===== src/rtl/poly_nco.sv =====
// Polyphonic NCO: per-voice phase accumulators shaped into triangle/saw/square,
// weighted and time-multiplexed into one mixed unsigned sample per sample period.
module poly_nco #(
  parameter int CPU_CLOCK_FREQ = 100_000_000,
  parameter int SAMPLE_RATE    = 1_000_000,
  parameter int VOICES         = 4,
  parameter int PHASE_W        = 24,
  parameter int OUT_W          = 12,
  localparam int VW            = (VOICES > 1) ? $clog2(VOICES) : 1
) (
  input  logic               clk,
  input  logic               rst_n,
  input  logic               cfg_valid,
  output logic               cfg_ready,
  input  logic [VW-1:0]      cfg_voice,
  input  logic [1:0]         cfg_addr,
  input  logic [PHASE_W-1:0] cfg_data,
  output logic [OUT_W-1:0]   wave,
  output logic               wave_valid
);

  localparam int CLKS  = CPU_CLOCK_FREQ / SAMPLE_RATE;
  localparam int CNT_W = (CLKS > 2) ? $clog2(CLKS) : 1;
  localparam int LV    = $clog2(VOICES);
  localparam int SHIFT = 5 + LV;
  localparam int ACC_W = OUT_W + SHIFT;
  localparam int CW    = OUT_W + 5;

  typedef enum logic [1:0] {IDLE, RUN, DONE} state_t;

  state_t             state_q, state_d;
  logic [CNT_W-1:0]   cnt_q;
  logic [VW-1:0]      idx_q;
  logic [ACC_W-1:0]   acc_q, acc_next;
  logic               tick, last;

  logic [PHASE_W-1:0] phase_q [VOICES];
  logic [PHASE_W-1:0] inc_q   [VOICES];
  logic [2:0]         w_tri_q [VOICES];
  logic [2:0]         w_saw_q [VOICES];
  logic [2:0]         w_sq_q  [VOICES];
  logic [7:0]         duty_q  [VOICES];
  logic               en_q    [VOICES];

  logic [OUT_W-1:0]   p_v, tri_v, sq_v;
  logic [CW-1:0]      contrib;

  // Triangle folds the upper half of the ramp back down at double slope.
  function automatic logic [OUT_W-1:0] tri_shape(input logic [OUT_W-1:0] p);
    logic [OUT_W-1:0] s;
    s = p << 1;
    return p[OUT_W-1] ? ~s : s;
  endfunction

  function automatic logic [OUT_W-1:0] sq_shape(input logic [7:0] p_top, input logic [7:0] duty);
    return (p_top < duty) ? {OUT_W{1'b1}} : {OUT_W{1'b0}};
  endfunction

  assign tick = (cnt_q == CNT_W'(CLKS - 1));
  assign last = (idx_q == VW'(VOICES - 1));

  always_ff @(posedge clk or negedge rst_n) begin
    if (!rst_n) cnt_q <= '0;
    else        cnt_q <= tick ? '0 : cnt_q + 1'b1;
  end

  always_ff @(posedge clk or negedge rst_n) begin
    if (!rst_n) state_q <= IDLE;
    else        state_q <= state_d;
  end

  always_comb begin
    state_d   = state_q;
    cfg_ready = 1'b0;
    case (state_q)
      IDLE: begin
        cfg_ready = 1'b1;
        if (tick) state_d = RUN;
      end
      RUN:     if (last) state_d = DONE;
      DONE:    state_d = IDLE;
      default: state_d = IDLE;
    endcase
  end

  // Stage: shape and weight the voice selected by idx_q.
  always_comb begin
    p_v     = phase_q[idx_q][PHASE_W-1 -: OUT_W];
    tri_v   = tri_shape(p_v);
    sq_v    = sq_shape(p_v[OUT_W-1 -: 8], duty_q[idx_q]);
    contrib = '0;
    if (en_q[idx_q])
      contrib = CW'(w_tri_q[idx_q]) * CW'(tri_v)
              + CW'(w_saw_q[idx_q]) * CW'(p_v)
              + CW'(w_sq_q[idx_q])  * CW'(sq_v);
    acc_next = acc_q + ACC_W'(contrib);
  end

  // Stage: accumulate, advance phases, and publish the mix as the last voice lands.
  always_ff @(posedge clk or negedge rst_n) begin
    if (!rst_n) begin
      idx_q      <= '0;
      acc_q      <= '0;
      wave       <= '0;
      wave_valid <= 1'b0;
      for (int v = 0; v < VOICES; v++) begin
        phase_q[v] <= '0;
        inc_q[v]   <= '0;
        w_tri_q[v] <= '0;
        w_saw_q[v] <= '0;
        w_sq_q[v]  <= '0;
        duty_q[v]  <= 8'd128;
        en_q[v]    <= 1'b0;
      end
    end else begin
      wave_valid <= 1'b0;
      case (state_q)
        IDLE: begin
          idx_q <= '0;
          acc_q <= '0;
          if (cfg_valid) begin
            case (cfg_addr)
              2'd0: inc_q[cfg_voice] <= cfg_data;
              2'd1: begin
                w_tri_q[cfg_voice] <= cfg_data[2:0];
                w_saw_q[cfg_voice] <= cfg_data[5:3];
                w_sq_q[cfg_voice]  <= cfg_data[8:6];
              end
              2'd2: duty_q[cfg_voice] <= cfg_data[7:0];
              default: begin
                en_q[cfg_voice] <= cfg_data[0];
                if (cfg_data[1]) phase_q[cfg_voice] <= '0;
              end
            endcase
          end
        end
        RUN: begin
          acc_q <= acc_next;
          idx_q <= idx_q + 1'b1;
          if (en_q[idx_q]) phase_q[idx_q] <= phase_q[idx_q] + inc_q[idx_q];
          if (last) begin
            wave       <= acc_next[ACC_W-1 -: OUT_W];
            wave_valid <= 1'b1;
          end
        end
        default: ;
      endcase
    end
  end

endmodule

===== config.mk =====
export PLATFORM = sky130hd
export DESIGN_NAME = poly_nco
export DESIGN_NICKNAME = d
export VERILOG_FILES = /design/src/rtl/poly_nco.sv
export SDC_FILE = /design/constraint.sdc
export NUM_CORES = 1
export LEC_CHECK = 0
export CAP_MARGIN = 20
export CORE_MARGIN = 8
export CORE_UTILIZATION = 39
export DETAILED_ROUTE_END_ITERATION = 8
export HOLD_SLACK_MARGIN = 0.1
export PLACE_DENSITY_LB_ADDON = 0.3
export SYNTH_ARGS = -nofsm -noshare
export SYNTH_HDL_FRONTEND = slang
export SYNTH_SLANG_ARGS = --single-unit

===== constraint.sdc =====
create_clock -name clk -period 21 [get_ports clk]
set_input_delay 6.3 -clock clk [delete_from_list [all_inputs] [get_ports clk]]
set_output_delay 6.3 -clock clk [all_outputs]
set_load 0.02 [all_outputs]

# Word-level counts from Yosys, hierarchy flattened
# Index checks and enable logic that the tools add are counted.
dict set report word_totals {
  input_bits 31
  word_cells 133
  register_bits 307
  out_inout_bits 14
}
dict set report op_classes {
  magnitude_cmp 5
  n_addsub 6
  muxes 55
  eq_ne 11
  n_reduce_logical 13
  bitwise 6
  multipliers 3
}
# op n
set ops {}
lappend ops {{two-way mux 96 bit} 4}
lappend ops {{bitwise mux 96 bit} 2}
lappend ops {{one-hot mux 96 bit (2 select lines)} 1}
lappend ops {{two-way mux 24 bit} 6}
lappend ops {{AND 96 bit} 1}
lappend ops {{binary-select mux 24 bit (select 2 bit)} 2}
lappend ops {{demux 24 bit (select 2 bit)} 2}
lappend ops {{inverter 96 bit} 1}
lappend ops {{multiplier 3 x 12 -> 15 bit} 3}
lappend ops {{one-hot mux 19 bit (2 select lines)} 1}
lappend ops {{bitwise mux 12 bit} 3}
lappend ops {{bitwise mux 32 bit} 1}
lappend ops {{adder 24 bit} 1}
lappend ops {{two-way mux 12 bit} 2}
lappend ops {{two-way mux 8 bit} 3}
lappend ops {{two-way mux 3 bit} 7}
lappend ops {{adder 19 x 17 -> 19 bit} 1}
lappend ops {{binary-select mux 3 bit (select 2 bit)} 3}
lappend ops {{adder 16 x 15 -> 17 bit} 1}
lappend ops {{two-way mux 17 bit} 1}
lappend ops {{adder 15 x 15 -> 16 bit} 1}
lappend ops {{binary-select mux 8 bit (select 2 bit)} 1}
lappend ops {{demux 8 bit (select 2 bit)} 1}
lappend ops {{!= test 2 bit (second input constant)} 6}
lappend ops {{26 further kinds} 44}

# Logic depth before layout (Yosys ltp)
dict set report logic_depth {
  depth_word 12
  depth_mapped 39
  mapped_depth_nobuf 35
}

# Worst setup path after synthesis
# Ideal clock, no wire load.
dict set report synth_path {
  path_type {reg2reg}
  startpoint {reg idx_q[1]}
  endpoint {reg acc_q[18]}
  setup_time_ns 0.126
  t_required_ns 20.874
  stages_incl_launch_ff 36
  t_arrival_ns 8.360
  synth_period_minus_slack_ns 8.486
  n_path_buf 4
  setup_slack_ns 12.514
  cell_sequence {dfrtp_1 > buf_2 > buf_1 > clkbuf_1 > buf_2 > mux4_2 > inv_1 > ha_1 > a21oi_1 > nand2_1 > a21oi_1 > a31oi_1 > or3_1 > fa_1 > fa_1 > inv_1 > fa_1 > inv_1 > fa_1 > inv_1 > ha_1 > nor2b_1 > o21ai_0 > a21boi_0 > o31a_1 > o21a_1 > o21a_1 > nor3_1 > ha_1 > and3_1 > a221oi_1 > o21bai_1 > a31o_2 > a221oi_2 > nor4_1 > a311o_1}
}
dict set report synth_between {
  elab_chain_len 12
  elab_cells_between_ends 31
}
# item line
set synth_rtl {}
lappend synth_rtl {{from (decl)} 33} ;# logic [VW-1:0] idx_q;
lappend synth_rtl {{from (signal assigned)} 139} ;# idx_q <= idx_q + 1'b1;
lappend synth_rtl {{inverter 2 -> 3 bit (implied by the code) *} -}
lappend synth_rtl {{binary-select mux 24 bit (select 2 bit)} 88} ;# p_v = phase_q[idx_q][PHASE_W-1 -: OUT_W];
lappend synth_rtl {{two-way mux 24 bit (implied by the code) (2 in series)} 88}
lappend synth_rtl {{inverter 12 bit} 52} ;# return p[OUT_W-1] ? ~s : s;
lappend synth_rtl {{two-way mux 12 bit} 52}
lappend synth_rtl {{multiplier 3 x 12 -> 15 bit} 93} ;# contrib = CW'(w_tri_q[idx_q]) * CW'(tri_v)
lappend synth_rtl {{adder 15 x 15 -> 16 bit} 94} ;# + CW'(w_saw_q[idx_q]) * CW'(p_v)
lappend synth_rtl {{adder 16 x 15 -> 17 bit} 95} ;# + CW'(w_sq_q[idx_q]) * CW'(sq_v);
lappend synth_rtl {{two-way mux 17 bit *} 92} ;# if (en_q[idx_q])
lappend synth_rtl {{adder 19 x 17 -> 19 bit *} 96} ;# acc_next = acc_q + ACC_W'(contrib);
lappend synth_rtl {{one-hot mux 19 bit (2 select lines) *} 117} ;# case (state_q)
lappend synth_rtl {{to (signal assigned)} 138} ;# acc_q <= acc_next;
lappend synth_rtl {{to (decl)} 34} ;# logic [ACC_W-1:0] acc_q, acc_next;
# Mark *: on every way between the ends. The rest lies on a longest branch, timed or not. The select of a mux whose other input is x is not followed.
# A chain may end at the register's enable or synchronous reset.

# Final worst setup path
dict set report layout_path {
  startpoint {reg idx_q[0]}
  endpoint {reg acc_q[18]}
}
# Same word-level chain as after synthesis.

==> reports/qor.txt <==
Nets: 1749
TritonCTS clock tree: done
Peak VDD IR: 0.114 mV
Total power: 2.57 mW
Via count: 12100
Synth Register Bits: 307
Post-synthesis mux area share: 0.186
Setup crit start: idx_q[0]
Hold Vio Cnt, Final: 0
Critical Path Sink Type: flip-flop
EDFF count, synth: 0
Post-synth cell types: 67
Fmax: 102 MHz
Fin crit period: 9790 ps
Clk pin slew, worst setup/hold paths: 60 ps
Unrepaired setup endpoints after global routing: no
Die width: 233 um
Simple-gate area share of the yosys netlist: 0.0782
Ys Warns: 0
DRT Pass-1 Iters: 5
Root Buffer: clkbuf_16
Dpl hpwl: 29600 um
Cts bufs inserted: 35
First-pass GRT wire length: 71000 um
Vias per cell: 5.51
Die area: 0.0541 mm2
P_leak: 9.30 nW
Latest clock arrival within the worst-skew pair: 540 ps
Final hold slack: 469 ps
Reg2reg end: acc_q[18]
Worst r2r path cells: 33
Reg2reg start: idx_q[0]
Hold Path Class: reg -> reg
Setup violators final: 0
Post-CTS setup buffers: 0
Port Buf Inserts: 44
Rows: 79
DRT antenna net count: 0
Slew @ Worst Pin: 1000 ps
Largest net degree at the start of global routing: 96
Reg-to-reg slack, setup: 11210 ps
Slew Limit Fails: 0
Worst path required time: 21410 ps
Main combinational cell family by area after synthesis: multiplexers
Layout cells sized above 1: 0.208
Area occupied by multi-input gates: 0.00990 mm2
Synth Net Count: 1727
Detailed Route WL: 43400 um
Initial antenna violation count: 0
GP Congestion: 0.844
Clock tree buffer depth: 3
# hold bufs at CTS: 0
DIE HEIGHT: 233 um
Synth top area cells: dfrtp_1, mux2_2, mux4_2
Vias in the first global route: 12800
Power density cells: 125 mW/mm2
Top_reg_cell synth: dfrtp_1
Top cell type's share of synthesized area: 0.414
Metal2 WL: 20700 um
Synthesized-area fraction occupied by adder cells: 0.128
Crit share post-route: 0.466
Outcome: complete, no violations
Residual DRC: 0
Post-cts gate resize count: 0
Routed WL per cell: 19.7 um
Starting Density: 0.394
Synth Area in Compound Gates: 0.113
Avg Inst Size Synth: 11.8 um2
Maxcap violations: 0
Wire length on met3: 1550 um
Startpoint types: flip-flop
Slowest-stage cell, CP: dfrtp_4
Reg area: 0.00769 mm2
Most frequent CP cell: inv_1
Htree depth: 2
Clock sinks: 307
XOR/XNOR Fraction of Synth Area: 0.0326
DR top layer: met4
Most frequent cells in the layout: dfrtp_1, mux2_2, nand2_1, inv_1, a22o_1
Post-synthesis sequential area ratio: 0.420
Synth Instances: 1547
GR Overflow Total: 0
Metal1 wirelength: 20600 um
Setup TNS: 0 ps
Crit path largest cell delay: 860 ps
Worst Path Class, Setup: reg -> reg
Starting DRT DRC Count: 805
Core Area: 0.0465 mm2
Arr. time, crit path: 10210 ps
Critical path peak fanout: 41
Total track usage: 0.163
Worst Setup EP: acc_q[18]
Fraction of registers with async set or reset after synthesis: 1.00
Ant diodes: 0
Commonest non-fill, non-tap cell in the layout: dfrtp_1
Area Overhead vs Synth: 12.1%
Boundary pin count: 45
Slew headroom: 0.333
Synthesized area: 0.0183 mm2
Final Skew: 19.5 ps
Filler cell count: 4279
Dominant cell type by area after synthesis: dfrtp_1
## stage by stage
stage	area (um2)	util	instances	setup WS (ps)
after floorplan	18300	-	1547	12510
after global placement	19300	0.416	2139	11240
after detailed placement	19300	0.416	2139	11110
after CTS	20500	0.441	2202	11070
after global routing	20500	0.441	2202	10380
final	20500	0.441	2202	11210
## per-layer routing
layer / track usage / vias up
li1: - / 5557
met1: 0.233 / 6278
met2: 0.264 / 249
met3: 0.0197 / 45
met4: 0.0362 / 0
met5: 0 / -
## worst min path at each step
stage                startpoint          end  slack (ps)  cells after the start
finish                 cnt_q[0]     cnt_q[0]         470                      1
global route        phase_q[26]  phase_q[26]         510                      2
CTS                     wave[9]      wave[9]         480                      2
detailed placement      wave[9]      wave[9]         470                      2
global placement       cnt_q[0]     cnt_q[0]         440                      1
floorplan              cnt_q[0]     cnt_q[0]         430                      1
## worst max-delay path: cells and delay by family (launching register included)
family / cells / cell delay, ps
buffers and inverters: 6 / 1300
AOI/OAI and AO/OA: 11 / 2460
DFF: 1 / 860
adders and majority gates: 7 / 2820
and+or+nand+nor: 6 / 1120
muxes: 1 / 720
xor gates and xnor gates: 2 / 350
## area by class of cell
type	instances	share of cell area
multi-input combinational	1051	0.483
timing repair buffer	59	0.0272
sequential	307	0.375
tap	607	0.0370
clock inverter	15	0.00927
clock buffer	48	0.0475
inverter	115	0.0212
## registers in the layout, indices dropped and copies added (netlist names)
name	flops
inc_q	96
phase_q	96
duty_q	32
acc_q	19
w_saw_q	12
w_sq_q	12
w_tri_q	12
wave	12
cnt_q	7
en_q	4
idx_q	2
state_q	2
wave_valid	1
## synth_stat cells, types with 19 or more instances
master / count
nor2_1: 43
and2_1: 19
a21o_1: 35
ha_1: 85
dfrtp_1: 303
clkbuf_1: 42
xor2_1: 28
a21oi_1: 43
xnor2_1: 37
fa_1: 64
inv_1: 114
buf_2: 23
o21ai_0: 64
mux4_2: 63
nand2_1: 144
mux2_2: 170
a22o_1: 87
## cells by family after synthesis
family | after synthesis
AND/OR/NAND/NOR | 305
buffers and inverters | 189
flip-flops | 307
adder cells (fa/ha/maj) | 149
XOR/XNOR | 66
AO/OA/AOI/OAI | 292
multiplexers | 239
## power by group
group / total, mW / switching, mW / internal (mW)
registers: 0.712 / 0.0384 / 0.673
clock network: 0.618 / 0.250 / 0.367
logic: 1.24 / 0.706 / 0.530
total: 2.57 / 0.995 / 1.57
(Power assumes the default switching activity.)
